<file path="src/rtl/rx_cmd_decoder.sv">
// UART RX command-frame decoder: turns a byte stream into register-file and ALU strobes.
// Optional inter-byte timeout enabled by defining CMD_TIMEOUT_EN.
module rx_cmd_decoder #(
  parameter int unsigned DATA_WIDTH     = 8,
  parameter int unsigned ADDR_WIDTH     = 4,
  parameter int unsigned FUN_WIDTH      = 4,
  parameter int unsigned TIMEOUT_CYCLES = 1024
) (
  input  logic                  clk,
  input  logic                  rst,
  input  logic [DATA_WIDTH-1:0] rx_data,
  input  logic                  rx_valid,
  output logic                  rf_wr_en,
  output logic                  rf_rd_en,
  output logic [ADDR_WIDTH-1:0] rf_addr,
  output logic [DATA_WIDTH-1:0] rf_wr_data,
  output logic                  alu_en,
  output logic [FUN_WIDTH-1:0]  alu_fun,
  output logic                  clk_gate_en,
  output logic                  busy,
  output logic                  frame_err
);

  localparam logic [DATA_WIDTH-1:0] CmdWr  = DATA_WIDTH'(8'hAA);
  localparam logic [DATA_WIDTH-1:0] CmdRd  = DATA_WIDTH'(8'hBB);
  localparam logic [DATA_WIDTH-1:0] CmdOp  = DATA_WIDTH'(8'hCC);
  localparam logic [DATA_WIDTH-1:0] CmdAlu = DATA_WIDTH'(8'hDD);

  typedef enum logic [2:0] {
    StIdle, StWrAddr, StWrData, StRdAddr, StOpA, StOpB, StAluFun
  } state_e;

  state_e                state_q, state_d;
  logic                  rf_wr_en_q, rf_wr_en_d;
  logic                  rf_rd_en_q, rf_rd_en_d;
  logic [ADDR_WIDTH-1:0] rf_addr_q, rf_addr_d;
  logic [DATA_WIDTH-1:0] rf_wr_data_q, rf_wr_data_d;
  logic                  alu_en_q, alu_en_d;
  logic [FUN_WIDTH-1:0]  alu_fun_q, alu_fun_d;
  logic                  clk_gate_en_q, clk_gate_en_d;
  logic                  frame_err_q, frame_err_d;

`ifdef CMD_TIMEOUT_EN
  localparam int unsigned CntW = $clog2(TIMEOUT_CYCLES + 1);
  logic [CntW-1:0] tmo_q, tmo_d;
`endif

  always_comb begin
    state_d      = state_q;
    rf_addr_d    = rf_addr_q;
    rf_wr_data_d = rf_wr_data_q;
    alu_fun_d    = alu_fun_q;
    rf_wr_en_d   = 1'b0;
    rf_rd_en_d   = 1'b0;
    alu_en_d     = 1'b0;
    frame_err_d  = 1'b0;

    if (rx_valid) begin
      case (state_q)
        StIdle: begin
          // Anything other than a known command is rejected without leaving IDLE.
          case (rx_data)
            CmdWr:   state_d = StWrAddr;
            CmdRd:   state_d = StRdAddr;
            CmdOp:   state_d = StOpA;
            CmdAlu:  state_d = StAluFun;
            default: frame_err_d = 1'b1;
          endcase
        end
        StWrAddr: begin
          rf_addr_d = rx_data[ADDR_WIDTH-1:0];
          state_d   = StWrData;
        end
        StWrData: begin
          rf_wr_data_d = rx_data;
          rf_wr_en_d   = 1'b1;
          state_d      = StIdle;
        end
        StRdAddr: begin
          rf_addr_d  = rx_data[ADDR_WIDTH-1:0];
          rf_rd_en_d = 1'b1;
          state_d    = StIdle;
        end
        StOpA: begin
          rf_addr_d    = '0;
          rf_wr_data_d = rx_data;
          rf_wr_en_d   = 1'b1;
          state_d      = StOpB;
        end
        StOpB: begin
          rf_addr_d    = ADDR_WIDTH'(1);
          rf_wr_data_d = rx_data;
          rf_wr_en_d   = 1'b1;
          state_d      = StAluFun;
        end
        StAluFun: begin
          alu_fun_d = rx_data[FUN_WIDTH-1:0];
          alu_en_d  = 1'b1;
          state_d   = StIdle;
        end
        default: state_d = StIdle;
      endcase
    end

`ifdef CMD_TIMEOUT_EN
    tmo_d = '0;
    if (!rx_valid && state_q != StIdle) begin
      if (tmo_q == CntW'(TIMEOUT_CYCLES - 1)) begin
        state_d     = StIdle;
        frame_err_d = 1'b1;
      end else begin
        tmo_d = tmo_q + 1'b1;
      end
    end
`endif

    clk_gate_en_d = (state_d inside {StOpA, StOpB, StAluFun}) || alu_en_d;
  end

  always_ff @(posedge clk or negedge rst) begin
    if (!rst) begin
      state_q       <= StIdle;
      rf_wr_en_q    <= 1'b0;
      rf_rd_en_q    <= 1'b0;
      rf_addr_q     <= '0;
      rf_wr_data_q  <= '0;
      alu_en_q      <= 1'b0;
      alu_fun_q     <= '0;
      clk_gate_en_q <= 1'b0;
      frame_err_q   <= 1'b0;
`ifdef CMD_TIMEOUT_EN
      tmo_q         <= '0;
`endif
    end else begin
      state_q       <= state_d;
      rf_wr_en_q    <= rf_wr_en_d;
      rf_rd_en_q    <= rf_rd_en_d;
      rf_addr_q     <= rf_addr_d;
      rf_wr_data_q  <= rf_wr_data_d;
      alu_en_q      <= alu_en_d;
      alu_fun_q     <= alu_fun_d;
      clk_gate_en_q <= clk_gate_en_d;
      frame_err_q   <= frame_err_d;
`ifdef CMD_TIMEOUT_EN
      tmo_q         <= tmo_d;
`endif
    end
  end

  assign rf_wr_en    = rf_wr_en_q;
  assign rf_rd_en    = rf_rd_en_q;
  assign rf_addr     = rf_addr_q;
  assign rf_wr_data  = rf_wr_data_q;
  assign alu_en      = alu_en_q;
  assign alu_fun     = alu_fun_q;
  assign clk_gate_en = clk_gate_en_q;
  assign frame_err   = frame_err_q;
  assign busy        = (state_q != StIdle);

endmodule

</file>
<file path="config.mk">
export PLATFORM = sky130hd
export DESIGN_NAME = rx_cmd_decoder
export DESIGN_NICKNAME = d
export VERILOG_FILES = /design/src/rtl/rx_cmd_decoder.sv
export SDC_FILE = /design/constraint.sdc
export NUM_CORES = 1
export LEC_CHECK = 0
export CORE_ASPECT_RATIO = 1.25
export CORE_MARGIN = 3
export CORE_UTILIZATION = 30
export DETAILED_ROUTE_END_ITERATION = 12
export GPL_TIMING_DRIVEN = 0
export PLACE_DENSITY = 0.66
export SYNTH_ARGS = -nofsm -noshare
export SYNTH_HDL_FRONTEND = slang
export SYNTH_SLANG_ARGS = --single-unit
</file>
<file path="constraint.sdc">
create_clock -name clk -period 3.5 [get_ports clk]
set_input_delay 0.7 -clock clk [delete_from_list [all_inputs] [get_ports clk]]
set_output_delay 0.7 -clock clk [all_outputs]
set_load 0.1 [all_outputs]
</file>
==> flow_summary.yaml, run 1 <==
status:
  status: "complete, no violations"
sta:
  final_max_slew_viol_count: 0
  skew_ps: 3.42
  setup_violations: 0
  setup_tns_ps: 0
  layout_min_cycle_time_ps: 3100
  timing.fmax_mhz: 322
  slew_headroom: 0.291
  post-route-period-util: 0.886
  tightest_slew_ps: 1060
  grt_setup_unrepaired: "no"
  hold_viol: 0
  hold_ws_ps: 515
critical_path:
  r2r.worst_path.cells: 4
  cp_data_arrival_time_ps: 2400
  start_kind: "register"
  critical_path_required_ps: 2800
  cp-end-kind: "output port"
  r2r_slack_ps: 1830
  crit_fanout: 10
  crit_end: "busy"
  timing.rr.end: "clk_gate_en"
  crit_type: "register to output port"
  rr_startpoint: "state_q[0]"
  crit_start: "state_q[0]"
logic_synthesis:
  synth.net_count: 105
  synth_top_family_by_area: "simple AND/OR/NAND/NOR gates"
  synthXorXnorAreaFrac: 0.00813
  ys_seq_elements: 24
  synth-seq-area-share: 0.557
  netlist_instances: 94
  syn_area_um2: 1080
  ys_types: 30
  synth-simple-area-share: 0.181
  synth_mux_area_frac: 0.136
  yosysWarnings: 0
  yosys.area_share.adder: 0
  avgSynthCellArea_um2: 11.5
  synth_compound_area_frac: 0.0964
min_path:
  hold_class: "register to register"
clock_network:
  clock-sinks: 24
  htreeDepth: 1
  numCtsBuffers: 3
  cts_resized: 0
  cts_root_buffer: "clkbuf_8"
  clock_latency_ps: 260
  clock_path_buffers: 2
  cts_tree: "yes"
  holdBufCountCts: 0
  post_cts.repair.setup_buffers: 0
  clk_pin_slew_ps: 80
floorplan:
  start_util: 0.323
  die-area_um2: 4350
  die_h_um: 73
  fp.dieW_um: 59.6
  coreArea_um2: 3340
  fp-row-count: 23
  io_pins: 33
run:
  drv_cap: 0
detailed_routing:
  wl_met1_mm: 1.01
  num_vias: 854
  wl_met3_um: 144
  wl_met2_mm: 1.23
  drt-wirelength-per-cell_um: 14.3
  vias_per_cell: 5.11
  drt_iter0_markers: 24
  drt-total-wl_mm: 2.39
  drc_errors: 0
  top_layer: "met4"
  dr.pass1.iters: 4
  detail-route-antenna-nets: 0
global_route:
  grt_start_max_net_pins: 25
  grt_usage: 0.120
  antenna_found_initial: 0
  grt_first_pass_wirelength_mm: 4.10
  grt.overflow.total: 0
  grt_pass1_vias: 867
final_layout:
  layout.nets: 142
  final_common_cell: "clkdlybuf4s50_1"
  final_cell_mix: "clkdlybuf4s50_1 (32), dfrtp_1 (24), mux2_2 (13), nand2_1 (10), a21oi_1 (5)"
  fillers: 320
  seq_area_um2: 601
  area_growth_pct: 40.7
  num_antenna_cells: 0
  drive_gt1_frac: 0.138
  multi_input_area_um2: 454
  final_core_util: 0.454
place:
  dp_hpwl_mm: 1.78
  io_buffers: 32
  place_congestion: 0.812
## logic make-up after synthesis
family	Yosys count
AOI/OAI and AO/OA	17
xor gates and xnor gates	1
buffers and inverters	6
DFF	24
muxes	13
and+or+nand+nor	33
## area by class of cell
cell class	count	area share
buffer	3	0.00743
clock buffer	3	0.0273
clock inverter	1	0.0198
inverter	3	0.00743
multi-input combinational	64	0.300
sequential	24	0.396
tap	37	0.0306
timing repair buffer	32	0.211
## cell usage after synthesis, drive strengths merged
master	count	area, um2
and2b	1	7.51
inv	3	11.3
nor4bb	1	10.0
nor2b	3	18.8
a211oi	1	7.51
nand3b	1	7.51
a22oi	1	7.51
xor2	1	8.76
nand4	1	6.26
nor3b	1	7.51
a21oi	5	25.0
nand2b	1	6.26
o21ai	4	20.0
clkbuf	3	11.3
nand4bb	2	22.5
mux2	13	146
dfrtp	24	601
o22ai	1	6.26
or3b	1	8.76
o31ai	1	7.51
a2111o	1	11.3
nor2	4	15.0
nor3	2	10.0
and2	1	6.26
and3b	1	8.76
a31oi	3	18.8
or4b	1	10.0
or3	1	6.26
nand2	11	43.8
## registers in the layout (all words and copies together) (netlist names)
signal and count:
rf_rd_en 1, frame_err 1, clk_gate_en 1, rf_addr 4
alu_en 1, state_q 3, alu_fun 4, rf_wr_data 8
rf_wr_en 1
## per-stage QoR
stage,instances,setup slack (ps),area [um2]
2_1_floorplan,94,1400,1080
3_3_place_gp,163,713,1440
3_5_place_dp,163,658,1440
4_1_cts,167,355,1520
5_1_grt,167,252,1520
6_report,167,398,1520
## metal layers
metal,global-route usage,vias up
met3,0.0248,2
li1,-,407
met2,0.208,23
met5,0,-
met4,0.0222,0
met1,0.153,422
## critical path, stage by stage, from the launching register on
cell	delay, ps
dfrtp_1	470
clkbuf_1	370
or3_1	180
clkdlybuf4s50_1	1130
## worst min path at each step
stage | from | endpoint | depth (start not counted) | slack, ps
6_report | rf_wr_data[7] | rf_wr_data[7] | 1 | 510
5_1_grt | rf_wr_data[2] | rf_wr_data[2] | 1 | 540
4_1_cts | rf_wr_data[4] | rf_wr_data[4] | 1 | 520
3_5_place_dp | rf_wr_data[4] | rf_wr_data[4] | 1 | 500
3_3_place_gp | alu_fun[3] | alu_fun[3] | 1 | 490
2_1_floorplan | rst | alu_en | 0 | 400
Power of run 1 is not shown: default switching activity piles up to over one toggle a cycle in this logic, so the estimate is an artifact.
==> run 2, diff against run 1 <==
--- a/config.mk
+++ b/config.mk
@@ -5,12 +5,15 @@
 export SDC_FILE = /design/constraint.sdc
 export NUM_CORES = 1
 export LEC_CHECK = 0
+export CELL_PAD_IN_SITES_DETAIL_PLACEMENT = 2
+export CELL_PAD_IN_SITES_GLOBAL_PLACEMENT = 2
 export CORE_ASPECT_RATIO = 1.25
 export CORE_MARGIN = 3
 export CORE_UTILIZATION = 30
 export DETAILED_ROUTE_END_ITERATION = 12
 export GPL_TIMING_DRIVEN = 0
-export PLACE_DENSITY = 0.66
+export PLACE_DENSITY = 0.92
 export SYNTH_ARGS = -nofsm -noshare
 export SYNTH_HDL_FRONTEND = slang
 export SYNTH_SLANG_ARGS = --single-unit
+export TNS_END_PERCENT = 1
==> flow_summary.yaml, run 2 (synthesis results as in run 1) <==
final_layout:
  final_cell_mix: "clkdlybuf4s50_1 (32), dfrtp_1 (24), mux2_2 (13), nand2_1 (10), a21oi_1 (5)"
  num_antenna_cells: 0
  fillers: 345
  layout.nets: 142
  area_growth_pct: 37.9
  final_common_cell: "clkdlybuf4s50_1"
  largest_reg_flops: 8
  drive_gt1_frac: 0.132
sta:
  tightest_slew_ps: 1080
  final_max_slew_viol_count: 0
  setup_tns_ps: 0
  grt_setup_unrepaired: "no"
  hold_viol: 0
  setup_violations: 0
  timing.fmax_mhz: 318
  skew_ps: 4.37
  layout_min_cycle_time_ps: 3140
  post-route-period-util: 0.898
  slew_headroom: 0.279
  hold_ws_ps: 509
global_route:
  grt_start_max_net_pins: 25
  grt_usage: 0.166
  grt_first_pass_wirelength_mm: 5.32
  grt.overflow.total: 0
  antenna_found_initial: 0
  grt_pass1_vias: 1018
clock_network:
  clock_latency_ps: 270
  clock_path_buffers: 2
  numCtsBuffers: 3
  clock-sinks: 24
  post_cts.repair.setup_buffers: 0
  htreeDepth: 1
  cts_root_buffer: "clkbuf_8"
  cts_resized: 0
  cts_tree: "yes"
  clk_pin_slew_ps: 80
  holdBufCountCts: 0
critical_path:
  cp-end-kind: "output port"
  crit_fanout: 10
  crit_type: "register to output port"
  critical_path_required_ps: 2800
  start_kind: "register"
  cp_data_arrival_time_ps: 2440
place:
  place_congestion: 0.726
  dp_hpwl_mm: 2.40
  io_buffers: 32
detailed_routing:
  detail-route-antenna-nets: 0
  dr.pass1.iters: 4
  drt_iter0_markers: 10
  drt-wirelength-per-cell_um: 19.6
  vias_per_cell: 5.39
  num_vias: 895
  drc_errors: 0
  drt-total-wl_mm: 3.26
floorplan:
  die-area_um2: 4350
  die_h_um: 73
  coreArea_um2: 3340
  fp-row-count: 23
  fp.dieW_um: 59.6
  io_pins: 33
  start_util: 0.323
min_path:
  hold_class: "register to register"
status:
  status: "complete, no violations"
run:
  drv_cap: 0
[run 2: area by class of cell]
type | count | area, um2 | share of cell area
buffer | 3 | 11.3 | 0.00758
clock buffer | 3 | 41.3 | 0.0278
inverter | 3 | 11.3 | 0.00758
multi-input combinational | 64 | 454 | 0.306
sequential | 24 | 601 | 0.404
tap | 37 | 46.3 | 0.0312
timing repair buffer | 32 | 320 | 0.216
[run 2: routing by layer]
layer / GRT usage / vias to the layer above / wire, um
li1: - / 404 / -
met1: 0.198 / 462 / 1280
met2: 0.298 / 22 / 1800
met3: 0.0283 / 7 / 123
met4: 0.0542 / 0 / 61
met5: 0 / - / 0
[run 2: through the flow]
stage	util	cell area [um2]	cells	worst slack [ps]
finish	0.445	1490	166	356
global route	0.445	1490	166	245
CTS	0.445	1490	166	358
detailed placement	0.433	1440	163	667
global placement	0.433	1440	163	715
floorplan	-	1080	94	1400
[run 2: worst max-delay path: stages (launching register included)]
cell             delay, ps
dfrtp_1                500
clkbuf_1               370
or3_1                  180
clkdlybuf4s50_1       1120
[run 2: worst paths after layout]
path	startpoint	to	slack, ps	cells past startpoint
setup / recovery	state_q[0]	busy	360	3
hold / removal	rf_wr_data[5]	rf_wr_data[5]	510	1
setup reg to reg	state_q[1]	clk_gate_en	1760	4
hold reg to reg	rf_wr_data[5]	rf_wr_data[5]	510	1
max in group asynchronous	rst	rf_addr[2]	1840	1
min in group asynchronous	rst	alu_fun[0]	1010	1
Power of run 2 is left out for the same reason.
